===== config.mk =====
export PLATFORM = sky130hd
export DESIGN_NAME = instr_fetch_unit
export DESIGN_NICKNAME = d
export VERILOG_FILES = /design/src/rtl/instr_fetch_unit_pkg.sv /design/src/rtl/instr_fetch_unit.sv
export SDC_FILE = /design/constraint.sdc
export NUM_CORES = 1
export LEC_CHECK = 0
export ABC_AREA = 1
export BUFFER_PORTS_ARGS = -buffer_cell sky130_fd_sc_hd__buf_2
export CORE_MARGIN = 4
export CORE_UTILIZATION = 38
export DETAILED_ROUTE_END_ITERATION = 6
export PLACE_DENSITY = 0.74
export SYNTH_ARGS = -nofsm -noshare
export SYNTH_HDL_FRONTEND = slang
export SYNTH_SLANG_ARGS = --single-unit

===== constraint.sdc =====
create_clock -name clk -period 3.47 [get_ports clk]
set_clock_uncertainty 0.05 [all_clocks]
set_input_delay 0 -clock clk [delete_from_list [all_inputs] [get_ports clk]]
set_output_delay 0 -clock clk [all_outputs]
set_load 0.05 [all_outputs]

===== src/rtl/instr_fetch_unit_pkg.sv =====
// rtl/instr_fetch_unit_pkg.sv - opcode constants, opcode field bounds and fetch FSM states
package instr_fetch_unit_pkg;

    localparam int OPC_FIELD_MSB = 31;
    localparam int OPC_FIELD_LSB = 27;

    localparam logic [4:0] OPD_NOP = 5'b00000;
    localparam logic [4:0] OPD_NOT = 5'b10000;
    localparam logic [4:0] OPD_AND = 5'b10001;
    localparam logic [4:0] OPD_OR  = 5'b10010;
    localparam logic [4:0] OPD_NEG = 5'b10100;
    localparam logic [4:0] OPD_ADD = 5'b10101;
    localparam logic [4:0] OPD_SUB = 5'b10110;
    localparam logic [4:0] OPD_HLT = 5'b11111;

    typedef enum logic [1:0] {
        ST_RUN    = 2'd0,
        ST_DRAIN  = 2'd1,
        ST_HALTED = 2'd2
    } fetch_state_t;

    function automatic logic is_halt(input logic [4:0] opcode);
        return opcode == OPD_HLT;
    endfunction

endpackage


===== src/rtl/instr_fetch_unit.sv =====
// rtl/instr_fetch_unit.sv - PC, one-entry instruction register and RUN/DRAIN/HALTED fetch FSM
module instr_fetch_unit
    import instr_fetch_unit_pkg::*;
#(
    parameter int BITS_DATA = 32,
    parameter int BITS_ADDR = 16,
    parameter int OPC_MSB   = OPC_FIELD_MSB,
    parameter int OPC_LSB   = OPC_FIELD_LSB
) (
    input  logic                 clk,
    input  logic                 reset_L,
    output logic [BITS_ADDR-1:0] mem_address,
    input  logic [BITS_DATA-1:0] mem_data,
    output logic [BITS_DATA-1:0] instr_out,
    output logic [BITS_ADDR-1:0] instr_pc,
    output logic                 instr_valid,
    input  logic                 instr_ready,
    input  logic                 redirect_valid,
    input  logic [BITS_ADDR-1:0] redirect_addr,
    output logic                 halted,
    output logic [31:0]          fetch_count
);

    fetch_state_t         state, state_next;
    logic [BITS_ADDR-1:0] pc;
    logic                 transfer;
    logic                 load;
    logic                 load_is_hlt;

    assign mem_address = pc;
    assign transfer    = instr_valid && instr_ready;
    // Redirect wins over everything, so it also suppresses the load of the stale word.
    assign load        = (state == ST_RUN) && (!instr_valid || instr_ready) && !redirect_valid;
    assign load_is_hlt = is_halt(mem_data[OPC_MSB:OPC_LSB]);

    always_comb begin
        state_next = state;
        if (redirect_valid) begin
            state_next = ST_RUN;
        end else begin
            case (state)
                ST_RUN:   if (load && load_is_hlt) state_next = ST_DRAIN;
                ST_DRAIN: if (transfer) state_next = ST_HALTED;
                default:  state_next = state;
            endcase
        end
    end

    always_ff @(posedge clk or negedge reset_L) begin
        if (!reset_L) begin
            state <= ST_RUN;
        end else begin
            state <= state_next;
        end
    end

    always_ff @(posedge clk or negedge reset_L) begin
        if (!reset_L) begin
            pc          <= '0;
            instr_out   <= '0;
            instr_pc    <= '0;
            instr_valid <= 1'b0;
            halted      <= 1'b0;
        end else if (redirect_valid) begin
            pc          <= redirect_addr;
            instr_valid <= 1'b0;
            halted      <= 1'b0;
        end else if (load) begin
            instr_out   <= mem_data;
            instr_pc    <= pc;
            instr_valid <= 1'b1;
            pc          <= pc + BITS_ADDR'(1);
        end else if (state == ST_DRAIN && transfer) begin
            instr_valid <= 1'b0;
            halted      <= 1'b1;
        end
    end

    always_ff @(posedge clk or negedge reset_L) begin
        if (!reset_L) begin
            fetch_count <= '0;
        end else if (transfer) begin
            fetch_count <= fetch_count + 32'd1;
        end
    end

endmodule

Word-level counts from Yosys, hierarchy flattened:

Cells that the tools add are included.
W data, S select, Z words.

* $add $sub $neg: 2
* multipliers: 0
* divide/modulo/power cells: 0
* magnitude comparators: 0
* equality and inequality tests: 5
* shifts and indexed selects: 0
* multiplexer cells: 12
* bitwise logic cells: 1
* reductions and logical operators: 16

Operators by type and width (count)
* $add A32 B1 Y32 const B: 1
* $mux W16: 2
* $add A16 B1 Y16 const B: 1
* $mux W1: 6
* $mux W2: 3
* $reduce_bool A3 Y1: 2
* $eq A5 B5 Y1 const B: 1
* $logic_and A1 B1 Y1: 5
* $pmux W2 S2: 1
* $reduce_and A2 Y1: 2
* $reduce_bool A2 Y1: 2
* $ne A3 B2 Y1 const B: 1
* $ne A3 B3 Y1 const B: 1
* $reduce_and A3 Y1: 1
* $eq A2 B1 Y1 const B: 1
* $logic_not A1 Y1: 2
* $logic_not A2 Y1: 1
* $ne A2 B2 Y1 const B: 1
* $logic_or A1 B1 Y1: 1
* $not A1 Y1: 1

* bits in registers: 100
* bits in latches: 0
* memory bits (writable): 0
* bits in read-only memories: 0
* bits of input ports: 52
* output and inout bits: 98
* logic and storage cells: 43
* memories kept: 0

Logic depth before layout (Yosys ltp):

Gate-level depths: netlist of the first run.

* depth in word-level cells: 8
* depth in mapped cells: 10
* gate-level depth less buffers: 10

Worst setup path after synthesis of the first run:

No wires, ideal clock.

* path kind: flip-flop to flip-flop
* from: register pc[1] (netlist: mem_address[1])
* to: register pc[12] (netlist: mem_address[12])
* data arrival time: 1615 ps
* path slack: 1678 ps
* stages on the path, launching flop included: 7
* buffers on the path: 0
* clock period less this slack: 1792 ps
* cell sequence: dfrtp_1 > ha_1 > nand2_1 > nor2_1 > nand4_1 > o21ai_0 > nand3b_1

* cells in the longest elaborated chain, start to end: 3

RTL lines
* start: declaration: RTL line instr_fetch_unit.sv:25 `logic [BITS_ADDR-1:0] pc;`
* start signal: assignment: RTL line instr_fetch_unit.sv:65 `pc <= redirect_addr;`
* start signal: assignment: RTL line instr_fetch_unit.sv:72 `pc <= pc + BITS_ADDR'(1);`
* $add A16 B1 Y16: RTL line instr_fetch_unit.sv:72
* $mux W16: RTL line instr_fetch_unit.sv:68 `end else if (load) begin`
* $mux W16: RTL line instr_fetch_unit.sv:64 `end else if (redirect_valid) begin`

No other way between the ends. The select of a mux whose other input is x is not followed.
A chain may end at the register's enable or synchronous reset.

Worst setup path in the final report of the first run:

* from: input port redirect_valid
* to: register instr_out[31]

* cells in the longest elaborated chain, start to end: 3

RTL lines
* start: declaration: RTL line instr_fetch_unit.sv:18 `input logic redirect_valid,`
* $logic_not A1 Y1: RTL line instr_fetch_unit.sv:33 `assign load = (state == ST_RUN) && (!instr_valid || instr_ready) && !redirect_valid;`
* $logic_and A1 B1 Y1: RTL line instr_fetch_unit.sv:33
* $reduce_and A2 Y1 (no line) *
* end signal: assignment: RTL line instr_fetch_unit.sv:69 `instr_out <= mem_data;`
* end: declaration: RTL line instr_fetch_unit.sv:14 `output logic [BITS_DATA-1:0] instr_out,`

Mark *: on every way between the ends. The rest lies on a longest branch, timed or not.

==> results of run 1 <==
[logic make-up (layout without fill, tap and decap cells)]
logic type,after synthesis,in the layout,share of synthesized area
fa+ha+maj,2,2,0.00509
buf+inv,71,274,0.0588
compound gates,35,35,0.0420
mux,1,1,0.00229
xor+xnor,22,22,0.0392
simple gates,402,402,0.343
flops,100,100,0.509
[state kept, by name (all words and copies together) (netlist names)]
name,count
instr_out,32
fetch_count,32
state,2
halted,1
instr_valid,1
instr_pc,16
mem_address,16
[through the flow]
stage | power [µW] | instances
floorplan | 2250 | 633
global placement | 2550 | 942
detailed placement | 2560 | 942
CTS | 3600 | 1008
global route | 3740 | 1008
finish | 3570 | 1008
[final cells by class]
cell class	instances	area share
sequential	100	0.378
multi-input combinational	462	0.321
timing repair buffer	203	0.193
clock buffer	11	0.0351
tap	172	0.0325
inverter	56	0.0317
clock inverter	4	0.00775
[worst paths after layout]
path                                      startpoint                          end  depth (start not counted)
min in group clk                         instr_ready  fetch_count[27]$_DFFE_PN0P_                          4
max reg2reg                     state[0]$_DFFE_PN0P_  mem_address[11]$_DFFE_PN0P_                          6
min reg2reg                instr_out[26]$_DFFE_PN0P_    instr_out[26]$_DFFE_PN0P_                          2
min                                          reset_L   fetch_count[8]$_DFFE_PN0P_                          2
max                                   redirect_valid    instr_out[31]$_DFFE_PN0P_                          6
max in group asynchronous                    reset_L    instr_out[10]$_DFFE_PN0P_                          3
[placed cells by master, fill, tap and decap left out, types with 5 or more instances in the layout]
cell type,n
o21ai_0,20
inv_1,51
nor2_4,6
buf_2,148
nand3_1,24
nand4_1,7
dfrtp_1,100
nor2_1,65
dlygate4sd3_1,51
nand2_1,270
xor2_1,13
nor2_2,7
nand3b_1,7
nand2_2,5
nor3_1,6
clkbuf_16,9
xnor2_1,9
inv_2,5
[worst reg2reg max path, stage by stage, from the launching register on]
cell     delay [ns]
dfrtp_1        0.38
nor2_1         0.20
nand3_2        0.12
inv_2          0.57
nand2_1        0.17
o21a_1         0.22
o21ai_0        0.06
[report_power, final]
| group | leakage [µW] | internal, µW | switching [µW] |
|---|---|---|---|
| Clock | 0.000136 | 556 | 436 |
| Sequential | 0.00127 | 1320 | 129 |
| Combinational | 0.00207 | 273 | 860 |
| Total | 0.00348 | 2150 | 1430 |
[metal layers]
metal,up-vias,track usage,part of all wire
met4,0,0.0595,0.019
met5,-,0,0
li1,2364,-,-
met3,20,0.0441,0.060
met2,181,0.319,0.49
met1,2192,0.242,0.43
[what timing repair did]
action	4_1_cts	5_1_grt
hold buffers	51	0
buffers inserted	0	0
hold endpoints to repair	89	0
==> summary.md, run 1 <==
| Metric | Value |
|---|---|
| Die H | 122 µm |
| Hold Slack | 0.130 ns |
| Final hold vios | 0 |
| Static leakage | 0.00348 µW |
| Hpwl dp | 9.40 mm |
| Final setup vio count | 0 |
| Post-synthesis cell area | 4910 µm² |
| # fillers | 1205 |
| Clock Path Buffers | 2 |
| Asr flop ratio synth | 1.00 |
| Post-synth top flop | dfrtp_1 |
| Utilization after layout | 0.525 |
| Core Area | 12600 µm² |
| Hold Path Class | in -> async |
| Synth Register Bits | 100 |
| I/O pin cnt | 150 |
| Crit share post-route | 0.587 |
| EDFF count, synth | 0 |
| Register-to-Register Setup Slack | 1.63 ns |
| CTS tree | done |
| Post-synth cell types | 32 |
| CP max stage delay | 0.53 ns |
| Final Cell Area | 6620 µm² |
| Drt wl/cell | 13.3 µm |
| Commonest cells in the netlist | nand2_1 (270), dfrtp_1 (100), nor2_1 (65), inv_1 (51), nand3_1 (25) |
| Largest net degree at the start of global routing | 66 |
| # port buffers | 149 |
| CP max stage cell | dlygate4sd3_1 |
| Slew Viols, Final | 0 |
| Worst setup EP type | flop |
| Crit path DAT | 2.22 ns |
| Worst Tran Pin Value | 0.779 ns |
| Crit Path Max Fanout | 65 |
| Number of cells upsized or downsized after cts | 0 |
| Delay-heaviest family, CP | buffers and inverters |
| Post-Syn Area per Cell | 7.76 µm² |
| First-pass GRT wire length | 22.3 mm |
| CTS H-Tree Depth | 3 |
| MaxCap Viol Count | 0 |
| CP cell instances | dlygate4sd3_1 -> buf_2 -> inv_1 -> nand3_2 -> buf_4 -> mux2_2 |
| Die area | 14800 µm² |
| Diodes inserted | 0 |
| Fin nets | 886 |
| Worst-Skew Late Latency | 0.35 ns |
| Req. time, crit path | 3.65 ns |
| DRC | 0 |
| Slew margin rel. | 0.481 |
| Minimum clock period | 2.04 ns |
| Top cells by area, synth | dfrtp_1 (51%), nand2_1 (21%), nor2_1 (5.0%), inv_1 (3.9%), nand3_1 (2.5%) |
| Via count | 4757 |
| Total global-route track usage | 0.189 |
| Die width | 122 µm |
| Register Area | 2500 µm² |
| Syn-to-layout area delta | 34.7% |
| Area taken by multi-input logic gates | 2130 µm² |
| FP Rows | 41 |
| Total number of yosys warnings | 0 |
| Status | complete, no violations |
| FMAX | 491 MHz |
| Worst path buffer plus inverter count | 4 |
| Yosys top cell area share | 0.509 |
| TNS Setup | 0 ns |
| Cell Area, Placed | 5830 µm² |
| Antenna violations before repair | 0 |
| Top-count cell post-synth | nand2_1 |
| DR vias/cell | 4.72 |
| Starting Density | 0.389 |
| Worst IR Drop VDD | 0.353 mV |
| Routed WL | 13.4 mm |
| Setup WS pre-CTS | 1.65 ns |
| Post-DRT Antenna Nets | 0 |
| Power Density | 540 nW/µm² |
| Clock sinks | 100 |
| Clock transition at path regs | 0.07 ns |
| Setup WS post-layout | 1.43 ns |
| Initial drt markers | 241 |
| Post-synth top area cell | dfrtp_1 |
| CP Class | in -> reg |
| RSZ-0062 raised after global routing | no |
| Gpl congestion | 0.859 |
| CTS root buf | clkbuf_16 |
| Sequential area share after synthesis | 0.509 |
| CP startpoint kind | primary input |
| GRT overflow | 0 |
| Num CTS Buffers | 9 |
| Vias in the first global route | 4709 |
| 1st-pass router iterations | 4 |
| Share of post-route cells with drive strength above 1 | 0.230 |
| Syn Nets | 687 |
| Post-synthesis cell count | 633 |
(Power assumes the default switching activity.)
==> run 2, diff against run 1 <==
Settings changed: PLACE_DENSITY 0.74 to 0.76.
Clock period 3.47 ns to 1.8 ns, I/O delays scaled along.
==> summary.md, run 2 (synthesis results as in run 1) <==
| Metric | Value |
|---|---|
| Area taken by multi-input logic gates | 2130 µm² (+0.12%) |
| # fillers | 1195 (-0.83%) |
| Crit share post-route | 0.886 |
| Static leakage | 0.00353 µW (+1.7%) |
| Post-Place Cells | 950 (+0.85%) |
| Worst Tran Pin Value | 0.490 ns (-0.289 ns) |
| RSZ-0062 raised after global routing | no |
| Fin nets | 893 (+0.79%) |
| # port buffers | 149 (unchanged) |
| Via count | 4734 (-0.48%) |
| Clock share of power | 0.283 (+0.005) |
| FMAX | 627 MHz |
| Pint | 4210 µW (+96%) |
| Req. time, crit path | 1.98 ns (-1.67 ns) |
| 1st-pass router iterations | 6 (+2) |
| First-pass GRT wire length | 22.4 mm (+0.47%) |
| Final setup vio count | 0 (unchanged) |
| Die area | 14800 µm² (unchanged) |
| Worst IR Drop VDD | 0.576 mV (+63%) |
| Starting Density | 0.389 (unchanged) |
| Net Switching | 2770 µW (+94%) |
| Commonest non-fill, non-tap cell in the layout | nand2_1 |
| Flop pwr share | 0.399 (-0.006) |
| Routed WL | 13.7 mm (+2.4%) |
| Drt wl/cell | 13.5 µm (+1.5%) |
| Biggest regs | fetch_count (32), instr_out (32) |
| Slew Viols, Final | 0 (unchanged) |
| Initial drt markers | 197 (-18%) |
| Slew margin rel. | 0.673 (+0.193) |
| Syn-to-layout area delta | 37.0% |
| Power Density | 1040 nW/µm² (+92%) |
| Post-CTS Setup Bufs | 0 (unchanged) |
| Fin cells | 1017 (+0.89%) |
| CP startpoint kind | flop |
| Comb pwr share | 0.318 (about the same) |
| Share of post-route cells with drive strength above 1 | 0.242 (+0.0120) |
| DRC | 0 (unchanged) |
| GRT overflow | 0 (unchanged) |
| Power Total | 6980 µW (+95%) |
| Cell Area, Placed | 5920 µm² (+1.7%) |
| Status | complete, no violations |
| Post-DRT Antenna Nets | 0 (unchanged) |
| CTS H-Tree Depth | 3 (unchanged) |
| Worst-Skew Late Latency | 0.35 ns (about the same) |
| CP max stage cell | dfrtp_1 |
| Total global-route track usage | 0.191 (+0.00211) |
| Final Cell Area | 6730 µm² (+1.7%) |
| Utilization after layout | 0.534 (+0.00882) |
| Num CTS Buffers | 9 (unchanged) |
| CTS tree | done |
| Clock Path Buffers | 2 (unchanged) |
| CP Class | reg -> reg |
| Final hold vios | 0 (unchanged) |
| DR vias/cell | 4.65 (-1.4%) |
| Crit Path Max Fanout | 5 (-92%) |
| Hpwl dp | 9.70 mm (+3.2%) |
| Switch share | 0.397 (-0.00224) |
| Gpl congestion | 0.866 (+0.91%) |
| Vias in the first global route | 4649 (-1.3%) |
| Die H | 122 µm (unchanged) |
| Hold Path Class | in -> reg |
| CP cell instances | ha_1 -> nand2_1 -> nor2_2 -> nand4_1 -> o21ai_0 -> nand3b_1 |
| Largest net degree at the start of global routing | 38 (-42%) |
| CTS root buf | clkbuf_16 |
| Crit path DAT | 1.78 ns (-0.44 ns) |
| TNS Setup | 0 ns (unchanged) |
| Core Area | 12600 µm² (unchanged) |
| Most frequent cells in the layout | nand2_1 (270), buf_2 (148), dfrtp_1 (100) |
| Minimum clock period | 1.60 ns |
| Register Area | 2500 µm² (unchanged) |
| Clock transition at path regs | 0.07 ns (about the same) |
| I/O pin cnt | 150 (unchanged) |
| Clock sinks | 100 (unchanged) |
| MaxCap Viol Count | 0 (unchanged) |
| Die width | 122 µm (unchanged) |
| CP max stage delay | 0.42 ns (-0.11 ns) |
| Worst setup EP type | flop |
| Antenna violations before repair | 1 (+1) |
| FP Rows | 41 (unchanged) |
-- run 2: cell types whose count changed in the layout (fill, tap and decap cells not counted) --
cell	change
buf_12	+3
buf_4	+5
clkbuf_1	-2
clkbuf_8	+1
clkinv_2	+1
clkinvlp_4	+1
diode_2	+1
dlygate4sd3_1	-1
nor2_1	-1
nor2_2	+1
o21ai_0	-1
o21ai_1	+1
-- run 2: final timing paths --
check,end,from,slack (ns),cells after the start
worst max-delay path,mem_address[14]$_DFFE_PN0P_,mem_address[0]$_DFFE_PN0P_,0.20,6
worst min-delay path,halted$_DFFE_PN0P_,redirect_valid,0.02,3
max in group asynchronous,instr_out[5]$_DFFE_PN0P_,reset_L,1.01,3
worst min register to register,instr_out[30]$_DFFE_PN0P_,instr_out[30]$_DFFE_PN0P_,0.43,2
worst max register to register,mem_address[14]$_DFFE_PN0P_,mem_address[0]$_DFFE_PN0P_,0.20,6
min in group asynchronous,mem_address[12]$_DFFE_PN0P_,reset_L,0.13,2
-- run 2: what timing repair did --
action / CTS / global route
endpoints found under the hold margin: 152 / 0
setup endpoints to repair: 0 / 1
hold buffers: 50 / 0
resized for setup: 0 / 2
-- run 2: power groups by stage --
stage | combinational [µW] | sequential (µW) | clock, µW
floorplan | 497 | 3840 | 0
global placement | 2120 | 2820 | 0
detailed placement | 2150 | 2820 | 0
CTS | 2230 | 2780 | 2020
global route | 2370 | 2830 | 2120
finish | 2220 | 2780 | 1970
-- run 2: area by class of cell --
class	instances	area share
timing repair buffer	210	0.203
sequential	100	0.372
clock inverter	6	0.00948
antenna	1	0.000372
inverter	56	0.0312
clock buffer	10	0.0355
multi-input combinational	462	0.316
tap	172	0.0320
-- run 2: metal layers --
layer  wire [µm]  vias to the layer above  GRT usage
met2        6880                      152      0.332
met3         883                       21     0.0487
met1        5670                     2196      0.232
met5          13                        -          0
li1            -                     2363          -
met4         281                        2     0.0644
-- run 2: critical path: cells and delay by family, from the launching register on --
kind,cells,cell delay (ns)
simple gates,4,0.57
flops,1,0.42
compound gates,1,0.22
fa+ha+maj,1,0.21
-- run 2: per-stage QoR --
stage / worst slack [ns] / hold slack [ns]
global placement: 0.277 / -0.0462
global route: 0.0240 / 0.0386
CTS: 0.199 / 0.00686
detailed placement: 0.221 / -0.0501
finish: 0.205 / 0.0235
floorplan: 0.00793 / -0.346
